--- config.mk ---
export PLATFORM = sky130hd
export DESIGN_NAME = ncc_peak_select
export DESIGN_NICKNAME = d
export VERILOG_FILES = /design/src/rtl/ncc_peak_select.sv
export SDC_FILE = /design/constraint.sdc
export NUM_CORES = 1
export LEC_CHECK = 0
export ABC_AREA = 1
export ABC_CLOCK_PERIOD_IN_PS = 9100
export CAP_MARGIN = 20
export CORE_MARGIN = 2
export CORE_UTILIZATION = 30
export DETAILED_ROUTE_END_ITERATION = 10
export PLACE_DENSITY = 0.47
export SLEW_MARGIN = 40
export SYNTH_ARGS = -nofsm -noshare
export SYNTH_HDL_FRONTEND = slang
export SYNTH_SLANG_ARGS = --single-unit
--- constraint.sdc ---
create_clock -name clk -period 9.1 [get_ports clk]
set_input_delay 1.82 -clock clk [delete_from_list [all_inputs] [get_ports clk]]
set_output_delay 1.82 -clock clk [all_outputs]
set_load 0.01 [all_outputs]
--- src/rtl/ncc_peak_select.sv ---
// ncc_peak_select: tracks the maximum NCC score over one search strip and reports peak, position and match stats
module ncc_peak_select #(
  parameter int SCORE_W = 32,
  parameter int WIN_W   = 640,
  parameter int DESC_W  = 16,
  parameter int NUM_POS = WIN_W - DESC_W + 1,
  parameter int X_W     = $clog2(NUM_POS)
) (
  input  logic                      clk,
  input  logic                      rst,
  input  logic                      start,
  input  logic signed [SCORE_W-1:0] thresh,
  input  logic                      score_valid,
  output logic                      score_ready,
  input  logic signed [SCORE_W-1:0] score_data,
  input  logic                      score_last,
  output logic                      busy,
  output logic                      done,
  output logic signed [SCORE_W-1:0] best_score,
  output logic [X_W-1:0]            best_x,
  output logic                      peak_found,
  output logic [X_W:0]              above_cnt,
  output logic                      len_err
);
  typedef enum logic [1:0] {IDLE, SCAN, REPORT} state_t;
  state_t state, state_n;
  logic [X_W-1:0] xcnt, run_x, x_n;
  logic signed [SCORE_W-1:0] run_max, thr, max_n;
  logic [X_W:0] acnt, acnt_n;
  logic acc, gt, ge, at_end, fin;
  assign acc    = score_valid && score_ready;
  assign gt     = score_data > run_max;
  assign ge     = score_data >= thr;
  assign at_end = xcnt == X_W'(NUM_POS - 1);
  assign fin    = acc && !start && (score_last || at_end);
  assign max_n  = gt ? score_data : run_max;
  assign x_n    = gt ? xcnt : run_x;
  assign acnt_n = acnt + {{X_W{1'b0}}, ge && !(&acnt)};
  // state register
  always_ff @(posedge clk or posedge rst)
    if (rst) state <= IDLE;
    else     state <= state_n;
  // next state and handshake/status outputs; a start in SCAN restarts the strip in place
  always_comb begin
    state_n     = state;
    score_ready = state == SCAN;
    busy        = state == SCAN;
    done        = state == REPORT;
    case (state)
      IDLE:    state_n = start ? SCAN : IDLE;
      SCAN:    state_n = fin ? REPORT : SCAN;
      default: state_n = IDLE;
    endcase
  end
  // running max/count per beat; results are captured on the final beat so they are valid alongside done
  always_ff @(posedge clk or posedge rst)
    if (rst) begin
      xcnt       <= '0;
      run_x      <= '0;
      run_max    <= '0;
      thr        <= '0;
      acnt       <= '0;
      best_score <= '0;
      best_x     <= '0;
      peak_found <= 1'b0;
      above_cnt  <= '0;
      len_err    <= 1'b0;
    end else begin
      if (start && state != REPORT) begin
        xcnt    <= '0;
        run_x   <= '0;
        run_max <= {1'b1, {(SCORE_W-1){1'b0}}};
        acnt    <= '0;
        thr     <= thresh;
      end else if (acc) begin
        xcnt    <= xcnt + 1'b1;
        run_x   <= x_n;
        run_max <= max_n;
        acnt    <= acnt_n;
      end
      if (fin) begin
        best_score <= max_n;
        best_x     <= x_n;
        peak_found <= max_n >= thr;
        above_cnt  <= acnt_n;
        len_err    <= score_last != at_end;
      end
    end
endmodule

==> results of run 1 <==
==> metal layers <==
metal / global-route usage, % / share of wire, %
met3: 2.87 / 4.3
met5: 0 / 0
met1: 24.4 / 49
met4: 4.81 / 1.6
met2: 28.2 / 45
==> through the flow <==
| step | cell area (um^2) | instances | utilization (%) | hold slack, ns |
|---|---|---|---|---|
| floorplan | 9230 | 1164 | - | 0.454 |
| global placement | 10900 | 1649 | 35.7 | 0.460 |
| detailed placement | 10900 | 1649 | 35.7 | 0.465 |
| CTS | 11500 | 1681 | 37.6 | 0.478 |
| global route | 11500 | 1681 | 37.7 | 0.488 |
| finish | 11500 | 1681 | 37.7 | 0.477 |
==> power by group <==
part	total [W]	switching [W]	internal [W]
clock	0.000728	0.000318	0.000409
sequential	0.000891	0.0000744	0.000817
combinational	0.00108	0.000618	0.000464
total	0.00270	0.00101	0.00169
==> sequential cells by signal, indices dropped and copies added, names as in the netlist <==
signal and cells:
acnt 11, best_x 10, run_x 10, thr 32, state 2, xcnt 10
above_cnt 11, best_score 32, peak_found 1, len_err 1, run_max 32
==> logic make-up (layout without fill, tap and decap cells) <==
kind of cell    after synthesis  after routing  synth area share (%)
compound gates              185            185                  10.5
xor+xnor                      8              8                 0.759
fa+ha+maj                   101            101                  13.7
buf+inv                     215            336                  9.12
flops                       152            152                  41.2
simple gates                503            503                  24.7
==> cell usage after synthesis (all sizes together) <==
master  count  area [um^2]
nand4      54          338
nand2     280         1060
nor3       12         60.1
o21a        6         45.0
a31oi       1         6.26
o22ai       8         50.1
xor2        8         70.1
nand3      93          483
dfrtp     152         3800
ha        101         1260
o21ai     110          551
and3        1         6.26
o211ai      2         15.0
a211oi      3         22.5
nor2       31          134
inv       170          638
nand3b      1         7.51
buf        25          129
a21oi      54          274
a21o        1         7.51
or2         1         6.26
clkbuf     20         75.1
and2       30          188
==> critical path, cell delays in order <==
cell and delay, ns:
clkdlybuf4s50_1 0.47, ha_1 0.40, a21oi_1 0.19, o21a_1 0.14, nand2_1 0.08, a21oi_2 0.15
nand2_1 0.11, nand2_4 0.44, nand3_4 0.65, nand2_1 0.28, and2_1 0.16, ha_1 0.13
nand2_1 0.06, o21ai_0 0.40, a21oi_1 0.10, o21ai_0 0.19, nand2_1 0.09, nand3_1 0.09
nand2_1 0.05, o21a_1 0.17
==> final cells by class <==
| type | instances | area (um^2) |
|---|---|---|
| multi-input combinational | 797 | 4600 |
| sequential | 152 | 3800 |
| timing repair buffer | 134 | 1320 |
| clock inverter | 15 | 165 |
| fill | 3135 | 19000 |
| inverter | 170 | 651 |
| clock buffer | 17 | 425 |
| tap | 396 | 495 |
==> how the worst max path moves through the flow <==
stage	from	to	slack (ns)	cells after the start
2_1_floorplan	rst	above_cnt[0]$_DFFE_PP0P_	3.19	1
3_3_place_gp	score_data[31]	peak_found$_DFFE_PP0P_	2.35	20
3_5_place_dp	score_data[31]	peak_found$_DFFE_PP0P_	2.81	20
6_report	score_data[31]	peak_found$_DFFE_PP0P_	3.23	20
5_1_grt	score_data[15]	peak_found$_DFFE_PP0P_	2.85	20
4_1_cts	score_data[31]	peak_found$_DFFE_PP0P_	3.25	20
==> implementation parameters, run 1 <==
Parameter                              Value

GRT
  First-pass GRT wire length    43200 um
  Antenna violations before repair    0
  Largest net degree at the start of global routing    109
  Via count of the first global-routing pass    7986
  GR Overflow Total    0
  GRT Overall Usage    17.5%

Finish
  Area growth from synthesis to layout    24.2%
  Share of cells above drive strength 1    4.20%
  Post-layout nets    1442
  Most frequent standard cell in the layout excluding fill and tap cells    nand2_1
  Most frequent cells in the layout    nand2_1 (277), inv_1 (167), dfrtp_1 (152)
  Total inserted antenna cells    0

Flow run
  Count of max-cap constraint violations    0

Placed design
  Setup slack after placement    2.81 ns
  Number of input and output port buffers inserted    126
  Weighted congestion reported at the end of routability-driven placement    0.810
  DP HPWL    18600 um

Logic synthesis
  Cell area after technology mapping    9230 um^2
  Count of synthesis-stage warnings from yosys    0
  Post-synthesis net count    1334
  Synthesized area per cell    7.93 um^2
  Sequential fraction of the synthesis area    41.2%
  Number of flip-flops and latches in the synthesized netlist    152
  Number of standard cells after synthesis    1164
  Count of distinct cell types in the synthesized netlist    33

Floorplan
  Die Footprint    32200 um^2
  CORE AREA    30400 um^2
  Die H    179 um
  Initial standard-cell utilization of the core    30.3%
  Boundary pin count    127
  Std-Cell Rows    64
  Die X    179 um

Routing
  Via/cell ratio    4.72
  Remaining antenna violation count after routing    0
  DR DRC count    0
  Aggregate routed wire length    27000 um
  Per-cell routed wire length    16.1 um
  Via count    7933
  First-pass detailed-route iteration total    5
  Initial DRC Count    438

STA
  Unrepaired setup endpoints after global routing    false
  Setup total negative slack    0 ns
  Tcrit/Tclk final    64.5%
  Tightest slew margin relative to the limit    54.8%
  Setup skew after layout    0.0126 ns
  Number of endpoints with negative hold slack in the final report    0
  Worst Tran Pin Value    0.676 ns
  Pins over their slew limit    0
  Min Clock Period, post-route    5.87 ns
  Final setup fails    0
  Maximum operating frequency    0.170 GHz
  Fin worst setup slack    3.23 ns

Power
  Power density cells    236 nW/um^2
  Leakage power of the design    5.54 nW
  Maximum resistive drop on vdd    126 uV
  Overall power    0.00270 W

Critical path
  Signal arrival time at the worst endpoint    6.19 ns
  Data required time at the worst endpoint    9.42 ns
  Worst reg2reg path endpoint    peak_found$_DFFE_PP0P_
  Path type of the worst setup path    in -> reg
  Worst reg2reg path depth    20
  Crit path max fanout    43
  Kind of capture point of the worst setup path    flip-flop
  Critical Path Source Type    input port
  Startpoint of the worst register-to-register path    run_max[31]$_DFFE_PP0P_
  Reg2reg setup slack    4.73 ns

CTS
  Cell at the root of the clock tree    clkbuf_16
  Clk_lat worst skew    0.43 ns
  Clock tree from TritonCTS    yes
  Number of hold buffers added after CTS    0
  Post-cts gate resize count    0
  Clk slew on worst S/H paths    0.07 ns
  Level count of the clock H-tree    4
  Post-CTS setup buffers    0
  Maximum root-to-sink buffer count    2
  Number of buffers inserted during clock tree synthesis    17
  Clk sink count    152

Outcome
  Outcome    completed

Min path
  Start point of the worst hold path    len_err$_DFFE_PP0P_
  Hold crit path type    reg -> reg
  Worst-case hold path end point    len_err$_DFFE_PP0P_
  Worst hold stages    2
No activity file was read; power rests on OpenSTA's default activity.
==> run 2: changes to the inputs <==
--- a/config.mk
+++ b/config.mk
@@ -6,12 +6,12 @@
 export NUM_CORES = 1
 export LEC_CHECK = 0
 export ABC_AREA = 1
-export ABC_CLOCK_PERIOD_IN_PS = 9100
+export ABC_CLOCK_PERIOD_IN_PS = 5100
 export CAP_MARGIN = 20
 export CORE_MARGIN = 2
 export CORE_UTILIZATION = 30
 export DETAILED_ROUTE_END_ITERATION = 10
-export PLACE_DENSITY = 0.47
+export PLACE_DENSITY = 0.49
 export SLEW_MARGIN = 40
 export SYNTH_ARGS = -nofsm -noshare
 export SYNTH_HDL_FRONTEND = slang
==> constraint.sdc (replaced) <==
create_clock -name clk -period 5.1 [get_ports clk]
set_input_delay 1.02 -clock clk [delete_from_list [all_inputs] [get_ports clk]]
set_output_delay 1.02 -clock clk [all_outputs]
set_load 0.01 [all_outputs]
==> implementation parameters, run 2 (synthesis results as in run 1) <==
Parameter                              Value

Routing
  Via/cell ratio    4.73 (was 4.72)
  Detailed route wirelength on metal3    881 um (was 1160 um)
  Top routing layer in use    met4 (unchanged)
  First-pass detailed-route iteration total    5 (unchanged)
  Met2 wire length    12700 um (was 12300 um)
  Wire length on met1    12900 um (was 13200 um)
  Initial DRC Count    378 (was 438)
  Per-cell routed wire length    15.9 um (was 16.1 um)
  Remaining antenna violation count after routing    0 (unchanged)
  Aggregate routed wire length    26900 um (was 27000 um)
  DR DRC count    0 (unchanged)
  Via count    8000 (was 7933)

Critical path
  Critical Path Source Type    input port (unchanged)
  Path type of the worst setup path    in -> reg (unchanged)
  End of the critical path    peak_found$_DFFE_PP0P_ (unchanged)
  Crit path max fanout    19 (was 43)
  Reg2reg setup slack    1.45 ns (was 4.73 ns)
  Signal arrival time at the worst endpoint    4.65 ns (was 6.19 ns)
  Startpoint of the worst register-to-register path    run_max[31]$_DFFE_PP0P_ (unchanged)
  Kind of capture point of the worst setup path    flip-flop (unchanged)
  Data required time at the worst endpoint    5.41 ns (was 9.42 ns)
  Worst reg2reg path depth    22 (was 20)
  Launching instance or port of the critical path    score_data[31] (unchanged)
  Worst reg2reg path endpoint    peak_found$_DFFE_PP0P_ (unchanged)

Power
  Overall power    0.00493 W (was 0.00270 W)
  Power density cells    426 nW/um^2 (was 236 nW/um^2)
  Maximum resistive drop on vdd    216 uV (was 126 uV)
  Leakage power of the design    5.62 nW (was 5.54 nW)

Floorplan
  CORE AREA    30400 um^2 (unchanged)
  Die H    179 um (unchanged)
  Std-Cell Rows    64 (unchanged)
  Die X    179 um (unchanged)
  Die Footprint    32200 um^2 (unchanged)
  Initial standard-cell utilization of the core    30.3% (unchanged)
  Boundary pin count    127 (unchanged)

Min path
  Start point of the worst hold path    len_err$_DFFE_PP0P_ (unchanged)
  Worst hold stages    2 (unchanged)
  Hold crit path type    reg -> reg (unchanged)

Finish
  Fill cell instance count of the final layout    3122 (was 3135)
  Most frequent cells in the layout    nand2_1 (278), inv_1 (167), dfrtp_1 (152) (was nand2_1 (277), inv_1 (167), dfrtp_1 (152))
  Leading registers by flop count    best_score (32), run_max (32), thr (32) (unchanged)
  Share of cells above drive strength 1    4.79% (was 4.20%)
  Core utilization of the finished layout    38.1% (was 37.7%)
  Area growth from synthesis to layout    25.6% (was 24.2%)
  Post-layout nets    1451 (was 1442)
  Total inserted antenna cells    0 (unchanged)
  Most frequent standard cell in the layout excluding fill and tap cells    nand2_1 (unchanged)

CTS
  Post-CTS setup buffers    0 (unchanged)
  Clk sink count    152 (unchanged)
  Clk slew on worst S/H paths    0.08 ns (was 0.07 ns)
  Post-cts gate resize count    0 (unchanged)
  Number of hold buffers added after CTS    0 (unchanged)
  Maximum root-to-sink buffer count    2 (unchanged)
  Clock tree from TritonCTS    yes (unchanged)
  Clk_lat worst skew    0.44 ns (was 0.43 ns)
  Level count of the clock H-tree    4 (unchanged)
  Number of buffers inserted during clock tree synthesis    17 (unchanged)
  Cell at the root of the clock tree    clkbuf_16 (unchanged)

STA
  Tcrit/Tclk final    85.0%
  Unrepaired setup endpoints after global routing    false (unchanged)
  Min Clock Period, post-route    4.33 ns
  Setup total negative slack    0 ns (unchanged)
  Fin worst setup slack    0.767 ns (was 3.23 ns)
  Worst Tran Pin Value    0.662 ns (was 0.676 ns)
  Final setup fails    0 (unchanged)
  Pins over their slew limit    0 (unchanged)
  Number of endpoints with negative hold slack in the final report    0 (unchanged)
  Setup skew after layout    0.0181 ns (was 0.0126 ns)
  Maximum operating frequency    0.231 GHz
  Tightest slew margin relative to the limit    55.8% (was 54.8%)

Placed design
  Number of input and output port buffers inserted    126 (unchanged)
  Weighted congestion reported at the end of routability-driven placement    0.794 (was 0.810)
  DP HPWL    19100 um (was 18600 um)
  Setup slack after placement    0.286 ns (was 2.81 ns)

GRT
  Via count of the first global-routing pass    8058 (was 7986)
  Antenna violations before repair    0 (unchanged)
  GRT Overall Usage    17.2% (was 17.5%)
  GR Overflow Total    0 (unchanged)
  First-pass GRT wire length    43000 um (was 43200 um)
  Largest net degree at the start of global routing    89 (was 109)

Outcome
  Outcome    completed (unchanged)

Flow run
  Count of max-cap constraint violations    0 (unchanged)
[run 2: cell count changes in the layout (fill, tap and decap cells not counted), sizes merged]
cell | previous run | this run
inv | 174 | 175
bufinv | 2 | 3
clkinvlp | 3 | 1
buf | 8 | 17
[run 2: how the worst min path moves through the flow]
stage	to	slack (ns)
detailed placement	len_err$_DFFE_PP0P_	0.46
global placement	state[0]$_DFF_PP0_	0.46
finish	len_err$_DFFE_PP0P_	0.48
global route	len_err$_DFFE_PP0P_	0.50
CTS	len_err$_DFFE_PP0P_	0.48
floorplan	state[0]$_DFF_PP0_	0.45
[run 2: metal layers]
| metal | GRT usage [%] | up-vias |
|---|---|---|
| met5 | 0 | - |
| met4 | 4.57 | 0 |
| met3 | 2.68 | 21 |
| met2 | 29.3 | 129 |
| met1 | 22.8 | 3767 |
| li1 | - | 4083 |
[run 2: area by class of cell]
type / instances / area (um^2) / share of cell area (%)
Multi-Input combinational cell: 797 / 4590 / 39.6
Sequential cell: 152 / 3800 / 32.8
Timing Repair Buffer: 143 / 1420 / 12.3
Inverter: 170 / 643 / 5.55
Tap cell: 396 / 495 / 4.28
Clock buffer: 17 / 425 / 3.67
Clock inverter: 15 / 209 / 1.80
[run 2: worst max-delay path: stages]
cell	delay [ns]
clkdlybuf4s50_1	0.46
ha_1	0.39
nand2_1	0.10
nor2_1	0.14
nand2_1	0.10
nor2_1	0.17
nand2_1	0.11
nand2_1	0.09
nand2_2	0.08
nand3_4	0.23
buf_4	0.24
nand2_1	0.11
and2_1	0.16
ha_1	0.27
nand4_1	0.12
nor3_1	0.30
nand2_1	0.09
inv_1	0.08
nand2_1	0.07
nand3_1	0.09
nand2_1	0.05
o21a_1	0.16
[run 2: power by group]
part	switching [W]	total, W	internal [W]
combinational	0.00111	0.00196	0.000853
clock	0.000588	0.00138	0.000794
sequential	0.000130	0.00159	0.00146
[run 2: stage by stage]
stage	area, um^2	instances	hold WS (ns)
after floorplan	9230	1164	0.454
after global placement	10900	1657	0.463
after detailed placement	10900	1657	0.462
after CTS	11600	1689	0.481
after global routing	11600	1690	0.504
final	11600	1690	0.477
